<file path="src/rtl/updown_mod_counter_pkg.sv">
// counter_pkg: shared constants for the up/down modulo counter.
//   DIR_UP / DIR_DOWN  - encoding of the Up input
//   WIDTH_* / MODULUS_* - legal parameter bounds
//   params_legal()     - elaboration-time legality test for WIDTH/MODULUS
package counter_pkg;

  localparam logic DIR_UP   = 1'b1;
  localparam logic DIR_DOWN = 1'b0;

  localparam int     WIDTH_MIN   = 2;
  localparam int     WIDTH_MAX   = 32;
  localparam longint MODULUS_MIN = 2;

  // MODULUS may reach 2**32, so the check is done in 64-bit arithmetic.
  function automatic bit params_legal(input int width, input longint modulus);
    return (width >= WIDTH_MIN) && (width <= WIDTH_MAX) &&
           (modulus >= MODULUS_MIN) && (modulus <= (longint'(1) << width));
  endfunction

endpackage

</file>
<file path="src/rtl/updown_mod_counter_if.sv">
// updown_mod_counter_if: control/status bundle of the up/down modulo counter.
//   master: drives Data_in, Load, Count, Cin, Up, Sat; observes status.
//   slave : the counter; drives A_count, C_out, TC, Sat_hit, Load_err.
interface updown_mod_counter_if #(
  parameter int WIDTH = 4
);
  logic [WIDTH-1:0] Data_in;
  logic             Load;
  logic             Count;
  logic             Cin;
  logic             Up;
  logic             Sat;
  logic [WIDTH-1:0] A_count;
  logic             C_out;
  logic             TC;
  logic             Sat_hit;
  logic             Load_err;

  modport master (
    output Data_in, Load, Count, Cin, Up, Sat,
    input  A_count, C_out, TC, Sat_hit, Load_err
  );

  modport slave (
    input  Data_in, Load, Count, Cin, Up, Sat,
    output A_count, C_out, TC, Sat_hit, Load_err
  );
endinterface

</file>
<file path="src/rtl/updown_mod_counter_next.sv">
// counter_next_state: combinational next-value logic for the modulo counter.
//   cur, data_in       - current count, parallel load value
//   load, en, up, sat  - load request, step enable, direction, saturate mode
//   nxt                - next count
//   wrap / sat_evt     - this step wraps / is held at the end of range
//   load_err           - load value out of range (clamped to MODULUS-1)
//   at_end             - cur is at the terminal value for direction up
module counter_next_state
  import counter_pkg::*;
#(
  parameter int     WIDTH   = 4,
  parameter longint MODULUS = 16
) (
  input  logic [WIDTH-1:0] cur,
  input  logic [WIDTH-1:0] data_in,
  input  logic             load,
  input  logic             en,
  input  logic             up,
  input  logic             sat,
  output logic [WIDTH-1:0] nxt,
  output logic             wrap,
  output logic             sat_evt,
  output logic             load_err,
  output logic             at_end
);

  // One spare bit keeps MODULUS-1 and the compare exact when MODULUS = 2**WIDTH.
  localparam logic [WIDTH:0] MAX_X = (WIDTH+1)'(MODULUS - 1);
  localparam logic [WIDTH:0] ONE_X = (WIDTH+1)'(1);

  logic [WIDTH:0] cur_x;
  logic [WIDTH:0] data_x;
  logic [WIDTH:0] nxt_x;
  logic           unused_msb;

  always_comb begin
    cur_x    = {1'b0, cur};
    data_x   = {1'b0, data_in};
    nxt_x    = cur_x;
    wrap     = 1'b0;
    sat_evt  = 1'b0;
    load_err = 1'b0;
    at_end   = (up == DIR_UP) ? (cur_x == MAX_X) : (cur_x == '0);

    if (load) begin
      // Out-of-range loads clamp; with MODULUS = 2**WIDTH this never fires.
      if (data_x > MAX_X) begin
        nxt_x    = MAX_X;
        load_err = 1'b1;
      end else begin
        nxt_x = data_x;
      end
    end else if (en) begin
      if (at_end) begin
        if (sat) begin
          sat_evt = 1'b1;
        end else begin
          wrap  = 1'b1;
          nxt_x = (up == DIR_UP) ? '0 : MAX_X;
        end
      end else begin
        nxt_x = (up == DIR_UP) ? (cur_x + ONE_X) : (cur_x - ONE_X);
      end
    end
  end

  // nxt_x never exceeds MAX_X, so the spare bit is always zero here.
  assign nxt        = nxt_x[WIDTH-1:0];
  assign unused_msb = nxt_x[WIDTH];

endmodule

</file>
<file path="src/rtl/updown_mod_counter.sv">
// updown_mod_counter: cascadable up/down modulo-MODULUS counter with
// wrap or saturate mode, clamped parallel load and status flags.
//   CLK   - clock, rising edge
//   Clear - synchronous active-high clear of count and flags
//   bus   - slave side of updown_mod_counter_if (controls in, status out)
module updown_mod_counter
  import counter_pkg::*;
#(
  parameter int     WIDTH   = 4,
  parameter longint MODULUS = 16
) (
  input  logic                   CLK,
  input  logic                   Clear,
  updown_mod_counter_if.slave    bus
);

  if (!params_legal(WIDTH, MODULUS)) begin : g_param_err
    $error("updown_mod_counter: illegal WIDTH=%0d / MODULUS=%0d", WIDTH, MODULUS);
  end

  logic [WIDTH-1:0] nxt;
  logic             en;
  logic             wrap;
  logic             sat_evt;
  logic             load_err;
  logic             at_end;

  // Load always beats a step, even when Count and Cin are both high.
  assign en = bus.Count && bus.Cin && !bus.Load;

  counter_next_state #(
    .WIDTH   (WIDTH),
    .MODULUS (MODULUS)
  ) u_next (
    .cur      (bus.A_count),
    .data_in  (bus.Data_in),
    .load     (bus.Load),
    .en       (en),
    .up       (bus.Up),
    .sat      (bus.Sat),
    .nxt      (nxt),
    .wrap     (wrap),
    .sat_evt  (sat_evt),
    .load_err (load_err),
    .at_end   (at_end)
  );

  // Terminal count ignores Load so a cascaded upper stage sees a stable enable.
  assign bus.TC = bus.Count && bus.Cin && !bus.Sat && at_end;

  always_ff @(posedge CLK) begin
    if (Clear) begin
      bus.A_count  <= '0;
      bus.C_out    <= 1'b0;
      bus.Sat_hit  <= 1'b0;
      bus.Load_err <= 1'b0;
    end else begin
      bus.A_count  <= nxt;
      bus.C_out    <= wrap;
      bus.Load_err <= load_err;
      // Sticky until a load (in or out of range) or Clear.
      if (bus.Load)
        bus.Sat_hit <= 1'b0;
      else if (sat_evt)
        bus.Sat_hit <= 1'b1;
    end
  end

endmodule

</file>
<file path="src/flat_wrapper.sv">
// flat-port wrapper written by rule: the top's interface ports become plain ports
module updown_mod_counter_flat import counter_pkg::*;
#(
  parameter int     WIDTH   = 4,
  parameter longint MODULUS = 16
)
  (CLK, Clear, bus_Data_in, bus_Load, bus_Count, bus_Cin, bus_Up, bus_Sat, bus_A_count, bus_C_out, bus_TC, bus_Sat_hit, bus_Load_err);
  updown_mod_counter_if #(.WIDTH(WIDTH)) bus_i ();
  input  logic CLK;
  input  logic Clear;
  input wire logic [$bits(bus_i.Data_in)-1:0] bus_Data_in;
  input wire logic [$bits(bus_i.Load)-1:0] bus_Load;
  input wire logic [$bits(bus_i.Count)-1:0] bus_Count;
  input wire logic [$bits(bus_i.Cin)-1:0] bus_Cin;
  input wire logic [$bits(bus_i.Up)-1:0] bus_Up;
  input wire logic [$bits(bus_i.Sat)-1:0] bus_Sat;
  output wire logic [$bits(bus_i.A_count)-1:0] bus_A_count;
  output wire logic [$bits(bus_i.C_out)-1:0] bus_C_out;
  output wire logic [$bits(bus_i.TC)-1:0] bus_TC;
  output wire logic [$bits(bus_i.Sat_hit)-1:0] bus_Sat_hit;
  output wire logic [$bits(bus_i.Load_err)-1:0] bus_Load_err;
  assign bus_i.Data_in = bus_Data_in;
  assign bus_i.Load = bus_Load;
  assign bus_i.Count = bus_Count;
  assign bus_i.Cin = bus_Cin;
  assign bus_i.Up = bus_Up;
  assign bus_i.Sat = bus_Sat;
  assign bus_A_count = bus_i.A_count;
  assign bus_C_out = bus_i.C_out;
  assign bus_TC = bus_i.TC;
  assign bus_Sat_hit = bus_i.Sat_hit;
  assign bus_Load_err = bus_i.Load_err;
  updown_mod_counter #(.WIDTH(WIDTH), .MODULUS(MODULUS)) u_core (.CLK(CLK), .Clear(Clear), .bus(bus_i));
endmodule
</file>
<file path="config.mk">
export PLATFORM = sky130hd
export DESIGN_NAME = updown_mod_counter_flat
export DESIGN_NICKNAME = d
export VERILOG_FILES = /design/src/rtl/updown_mod_counter_pkg.sv /design/src/rtl/updown_mod_counter_if.sv /design/src/rtl/updown_mod_counter_next.sv /design/src/rtl/updown_mod_counter.sv /design/src/flat_wrapper.sv
export SDC_FILE = /design/constraint.sdc
export NUM_CORES = 1
export LEC_CHECK = 0
export ABC_AREA = 0
export BUFFER_PORTS_ARGS = -buffer_cell sky130_fd_sc_hd__buf_2
export CAP_MARGIN = 20
export CELL_PAD_IN_SITES_DETAIL_PLACEMENT = 0
export CELL_PAD_IN_SITES_GLOBAL_PLACEMENT = 1
export CORE_MARGIN = 4
export CORE_UTILIZATION = 34
export CTS_CLUSTER_DIAMETER = 80
export DETAILED_ROUTE_END_ITERATION = 10
export PLACE_DENSITY = 0.89
export SLEW_MARGIN = 20
export SYNTH_ARGS = -nofsm -noshare
export SYNTH_HDL_FRONTEND = slang
export SYNTH_SLANG_ARGS = --single-unit
</file>
<file path="constraint.sdc">
create_clock -name CLK -period 3.65 [get_ports CLK]
set_input_delay 0.5475 -clock CLK [delete_from_list [all_inputs] [get_ports CLK]]
set_output_delay 0.5475 -clock CLK [all_outputs]
set_load 0.005 [all_outputs]
</file>
==> flow_summary.toml, run 1 <==
[status]
status = "complete, no violations"

[worst_setup_path]
cp_cell_sequence = "or4_4 > mux2i_1 > nand3_1 > nor2_1 > buf_2"
end_kind = "output port"
crit_buf_inv = 1
critical_path.max_fanout = 7
cpMaxStageDelayCell = "or4_4"
path_class = "reg -> out"
ff2ff_path_depth = 4
start_kind = "flip-flop"
path_delay_family = "simple AND/OR/NAND/NOR gates"
cp.arrival_ns = 1.82
cp_slowest_stage_delay_ns = 0.55
rrSetupSlack_ns = 1.87
worstReg2RegStart = "u_core.bus.A_count[0]"
required_ns = 3.10
worst_r2r_endpoint = "u_core.bus.A_count[3]"

[detailed_routing]
drtIter0Drc = 2
viasPerCell = 5.31
drt_wl_total_um = 1030
drc = 0
vias = 462
drtAntennaViolNets = 0
dr.pass1.iters = 4
wl_per_cell_um = 11.8

[synth]
synth_simple_gate_area_frac = 0.235
synthCells = 54
syn-num-nets = 68
ys_types = 32
seq_area_frac_synth = 0.257
syn_area_per_cell_um2 = 8.67
ys_ff_latch = 6
synth-edff-count = 0
synth_flop_cell = "dfxtp_1"
ys_warn_count = 0
yosys.area_share.adder = 0.0963
synth_mux_area_frac = 0.0535
postSynth.asyncResetShare = 0
synth_top_family_by_area = "compound AO/OA/AOI/OAI gates"
synth_xor_xnor_area_share = 0.0374
netlist_area_um2 = 468
synth-compound-area-share = 0.265

[floorplanning]
die_h_um = 45.1
coreArea_um2 = 1300
pin_count = 19
initial_core_util = 0.360
dieArea_um2 = 2030
die_x_um = 45.1
rows = 13

[place]
pre_cts_slack_ns = 1.37
dpl-instance-area_um2 = 561
gp_congestion = 0.728
dp.cells = 84
io_buffers = 17
dpl.hpwl_um = 818

[clocking]
cts_resized = 0
cts_max_path_buffers = 2
cts.sinks = 6
holdBufCountCts = 0
clkLatencyLatePin_ns = 0.25
htree_levels = 1
clkSlewWorstSetupHoldPaths_ns = 0.04
cts_root_buf = "clkbuf_4"
cts_setup_buffers = 0
numCtsBuffers = 3
cts_tree = "done"

[layout]
area_delta_synth_final_pct = 24.6
drive_above_1_share = 0.333
finalCoreUtilization = 0.448
final_area_um2 = 583
diodes = 0
stdcell_count = 87
nNetsFinal = 88

[timing]
finalClockSkew_ns = 0.00186
rsz0062_at_grt = "false"
hold_ws_ns = 0.521
hold_viol = 0
fin_crit_sh = 0.648
setup_viol_count_final = 0
setup_ws_ns = 1.29
slew_viol_final = 0
max_freq_mhz = 423
fin_setup_tns_ns = 0
period_needed_ns = 2.36

[global_routing]
grt_pass1_wl_um = 1640
antenna_found_initial = 0
grt_max_degree = 12
grt_pass1_vias = 411
grtUsageTotal = 0.109
overflow = 0

[power]
finalPower_uw = 204
p_leak_nw = 0.261
p_per_area_nw_per_um2 = 350
peakVddDrop_mv = 0.134

[worst_hold_path]
hp-start = "u_core.bus.Sat_hit"
min_path_cells = 2
hold_path.class = "reg -> reg"
min_to = "u_core.bus.Sat_hit"

[flow_run]
max_cap_violations = 0
[worst max path at each step]
| stage | from | endpoint | slack, ns | depth (start not counted) |
|---|---|---|---|---|
| final | u_core.bus.A_count[0] | bus_TC | 1.29 | 5 |
| after global routing | u_core.bus.A_count[0] | bus_TC | 1.11 | 5 |
| after CTS | u_core.bus.A_count[0] | bus_TC | 1.28 | 5 |
| after detailed placement | bus_Up | bus_TC | 1.37 | 6 |
| after global placement | bus_Up | bus_TC | 1.37 | 6 |
| after floorplan | bus_Up | bus_TC | 1.66 | 4 |
[logic make-up after synthesis]
family / Yosys count
mux: 2
compound gates: 16
fa+ha+maj: 3
simple gates: 19
xor+xnor: 2
buf+inv: 5
flops: 6
other cells: 1
[flip-flops by register name, summed over array words and instances (netlist names)]
signal,count
u_core.bus.A_count,4
u_core.bus.C_out,1
u_core.bus.Sat_hit,1
[worst reg2reg max path: cells and delay by family, from the launching register on]
kind,cells,cell delay [ns]
AOI/OAI and AO/OA,2,0.44
DFF,1,0.38
muxes,1,0.32
and+or+nand+nor,1,0.55
[layout make-up]
cell class / instances / area [um2]
Fill cell: 145 / 718
Multi-Input combinational cell: 43 / 325
Sequential cell: 6 / 120
Timing Repair Buffer: 17 / 85.1
Clock buffer: 3 / 22.5
Tap cell: 15 / 18.8
Inverter: 3 / 11.3
[synthesized netlist by cell type, types with 2 or more instances]
cell,count,area share
dfxtp_1,6,0.26
a21oi_1,4,0.043
nand3_1,4,0.043
inv_1,3,0.024
nand2_1,3,0.024
nand2b_1,3,0.040
ha_1,2,0.053
nor2b_1,2,0.027
o211ai_1,2,0.032
o32ai_1,2,0.037
xor2_1,2,0.037
[placed cells by master (no fill, tap or decap), types with 2 or more instances in the layout]
master    Yosys  layout
o211ai_1      2       2
buf_2         0      17
inv_1         3       3
o32ai_1       2       2
ha_1          2       2
a21oi_1       4       4
nand3_1       4       4
nand2_1       3       3
clkbuf_4      0       3
dfxtp_1       6       6
xor2_1        2       2
nand2b_1      3       3
nor2b_1       2       2
[power by group]
group / internal [mW] / switching (mW) / total (mW)
clock network: 0.0373 / 0.0248 / 0.0621
logic: 0.0309 / 0.0309 / 0.0618
registers: 0.0711 / 0.00925 / 0.0803
[layer usage]
layer  track usage  share of wire  up-vias
li1              -              -      241
met1         0.148           0.51      203
met2         0.161           0.42       16
met3        0.0239          0.064        2
met4        0.0526         0.0078        0
met5             0              0        -
Power figures use the tool's default switching activity.
==> run 2: changes to the inputs <==
CORE_UTILIZATION = 32   (was 34)
PLACE_DENSITY = 0.86   (was 0.89)
clock period = 2.2 ns   (was 3.65 ns; I/O delays follow)
==> flow_summary.toml, run 2 (same netlist as run 1, synthesis figures left out) <==
[timing]
period_needed_ns = 2.11
fin_setup_tns_ns = 0
finalClockSkew_ns = 0.00269
setup_ws_ns = 0.0896
fin_crit_sh = 0.959
slew_viol_final = 0
hold_ws_ns = 0.338
hold_viol = 0
rsz0062_at_grt = "false"
max_freq_mhz = 474
setup_viol_count_final = 0

[clocking]
cts_setup_buffers = 0
htree_levels = 1
cts_tree = "done"
cts.sinks = 6
cts_root_buf = "clkbuf_4"
cts_max_path_buffers = 2
clkSlewWorstSetupHoldPaths_ns = 0.05
clkLatencyLatePin_ns = 0.25
numCtsBuffers = 3

[layout]
layout_common_cells = "buf_2, dfxtp_1, nand3_1, a21oi_1"
top_register = "u_core.bus.A_count"
finalCoreUtilization = 0.447
final_common_cell = "buf_2"
nNetsFinal = 88
area_delta_synth_final_pct = 27.3
diodes = 0
largest_reg_flops = 4
drive_above_1_share = 0.347
top_regs = "u_core.bus.A_count: 4 flops, u_core.bus.C_out: 1 flops, u_core.bus.Sat_hit: 1 flops"
n_fill_cell = 141

[floorplanning]
pin_count = 19
rows = 13
coreArea_um2 = 1330
die_h_um = 46.2
dieArea_um2 = 2140
die_x_um = 46.2
initial_core_util = 0.351

[worst_hold_path]
min_path_cells = 2
hold_path.class = "in -> reg"

[detailed_routing]
drt_wl_total_um = 1200
dr.pass1.iters = 5
viasPerCell = 5.45
drtAntennaViolNets = 0
drtIter0Drc = 6
drc = 0
vias = 474
wl_per_cell_um = 13.7

[flow_run]
max_cap_violations = 0

[worst_setup_path]
critical_path.max_fanout = 7
start_kind = "flip-flop"
ff2ff_path_depth = 4
required_ns = 1.87
path_class = "reg -> out"
end_kind = "output port"
cp.arrival_ns = 1.78

[global_routing]
grt_use_met3 = 0.0117
met2_usage = 0.190
grt_pass1_vias = 438
overflow = 0
antenna_found_initial = 0
grtUsageTotal = 0.131
grt_max_degree = 12
met1_usage = 0.174
grt_pass1_wl_um = 1940
top_usage_layer = "met2"

[place]
io_buffers = 17
pre_cts_slack_ns = 0.327
gp_congestion = 0.859

[power]
peakVddDrop_mv = 0.186
p_leak_nw = 0.263
p_per_area_nw_per_um2 = 590

[status]
status = "complete, no violations"
==> run 2: cell counts in the layout (fill, tap and decap cells not counted) <==
Identical to the previous run, type by type.
==> run 2: critical path: stages (launching register included) <==
cell and delay [ns]:
dfxtp_1 0.37, or4_4 0.57, mux2i_4 0.19, nand3_1 0.14, nor2_1 0.13, buf_2 0.13
==> run 2: per-layer routing <==
metal / share of wire / wire [um] / vias to the layer above
li1: - / - / 243
met4: 0.023 / 27 / 0
met3: 0.045 / 54 / 5
met2: 0.47 / 565 / 13
met5: 0 / 0 / -
met1: 0.46 / 549 / 213
==> run 2: repair_timing <==
item	4_1_cts	5_1_grt
hold buffers	0	0
setup endpoints to repair	1	1
resized for setup	1	1
==> run 2: final timing paths <==
| check | start | end | slack, ns |
|---|---|---|---|
| setup / recovery | u_core.bus.A_count[0] | bus_TC | 0.09 |
| hold / removal | Clear | u_core.bus.Sat_hit | 0.34 |
| setup reg to reg | u_core.bus.A_count[0] | u_core.bus.A_count[3] | 0.41 |
| hold reg to reg | u_core.bus.Sat_hit | u_core.bus.Sat_hit | 0.54 |
==> run 2: metrics by stage <==
step,instances,instance area (um2),total power [mW]
5_1_grt,87,596,0.375
6_report,87,596,0.352
3_5_place_dp,84,561,0.239
2_1_floorplan,54,468,0.205
3_3_place_gp,84,561,0.240
4_1_cts,87,587,0.352
==> run 2: cell type report <==
| cell class | count | area, um2 | share of cell area |
|---|---|---|---|
| Clock buffer | 3 | 22.5 | 0.0378 |
| Inverter | 3 | 11.3 | 0.0189 |
| Multi-Input combinational cell | 43 | 338 | 0.567 |
| Sequential cell | 6 | 120 | 0.202 |
| Tap cell | 15 | 18.8 | 0.0315 |
| Timing Repair Buffer | 17 | 85.1 | 0.143 |
==> run 2: power by group <==
part | leakage, nW | internal [mW] | switching (mW) | total [mW]
Sequential | 0.0493 | 0.118 | 0.0161 | 0.134
Clock | 0.0138 | 0.0620 | 0.0440 | 0.106
Combinational | 0.200 | 0.0551 | 0.0566 | 0.112
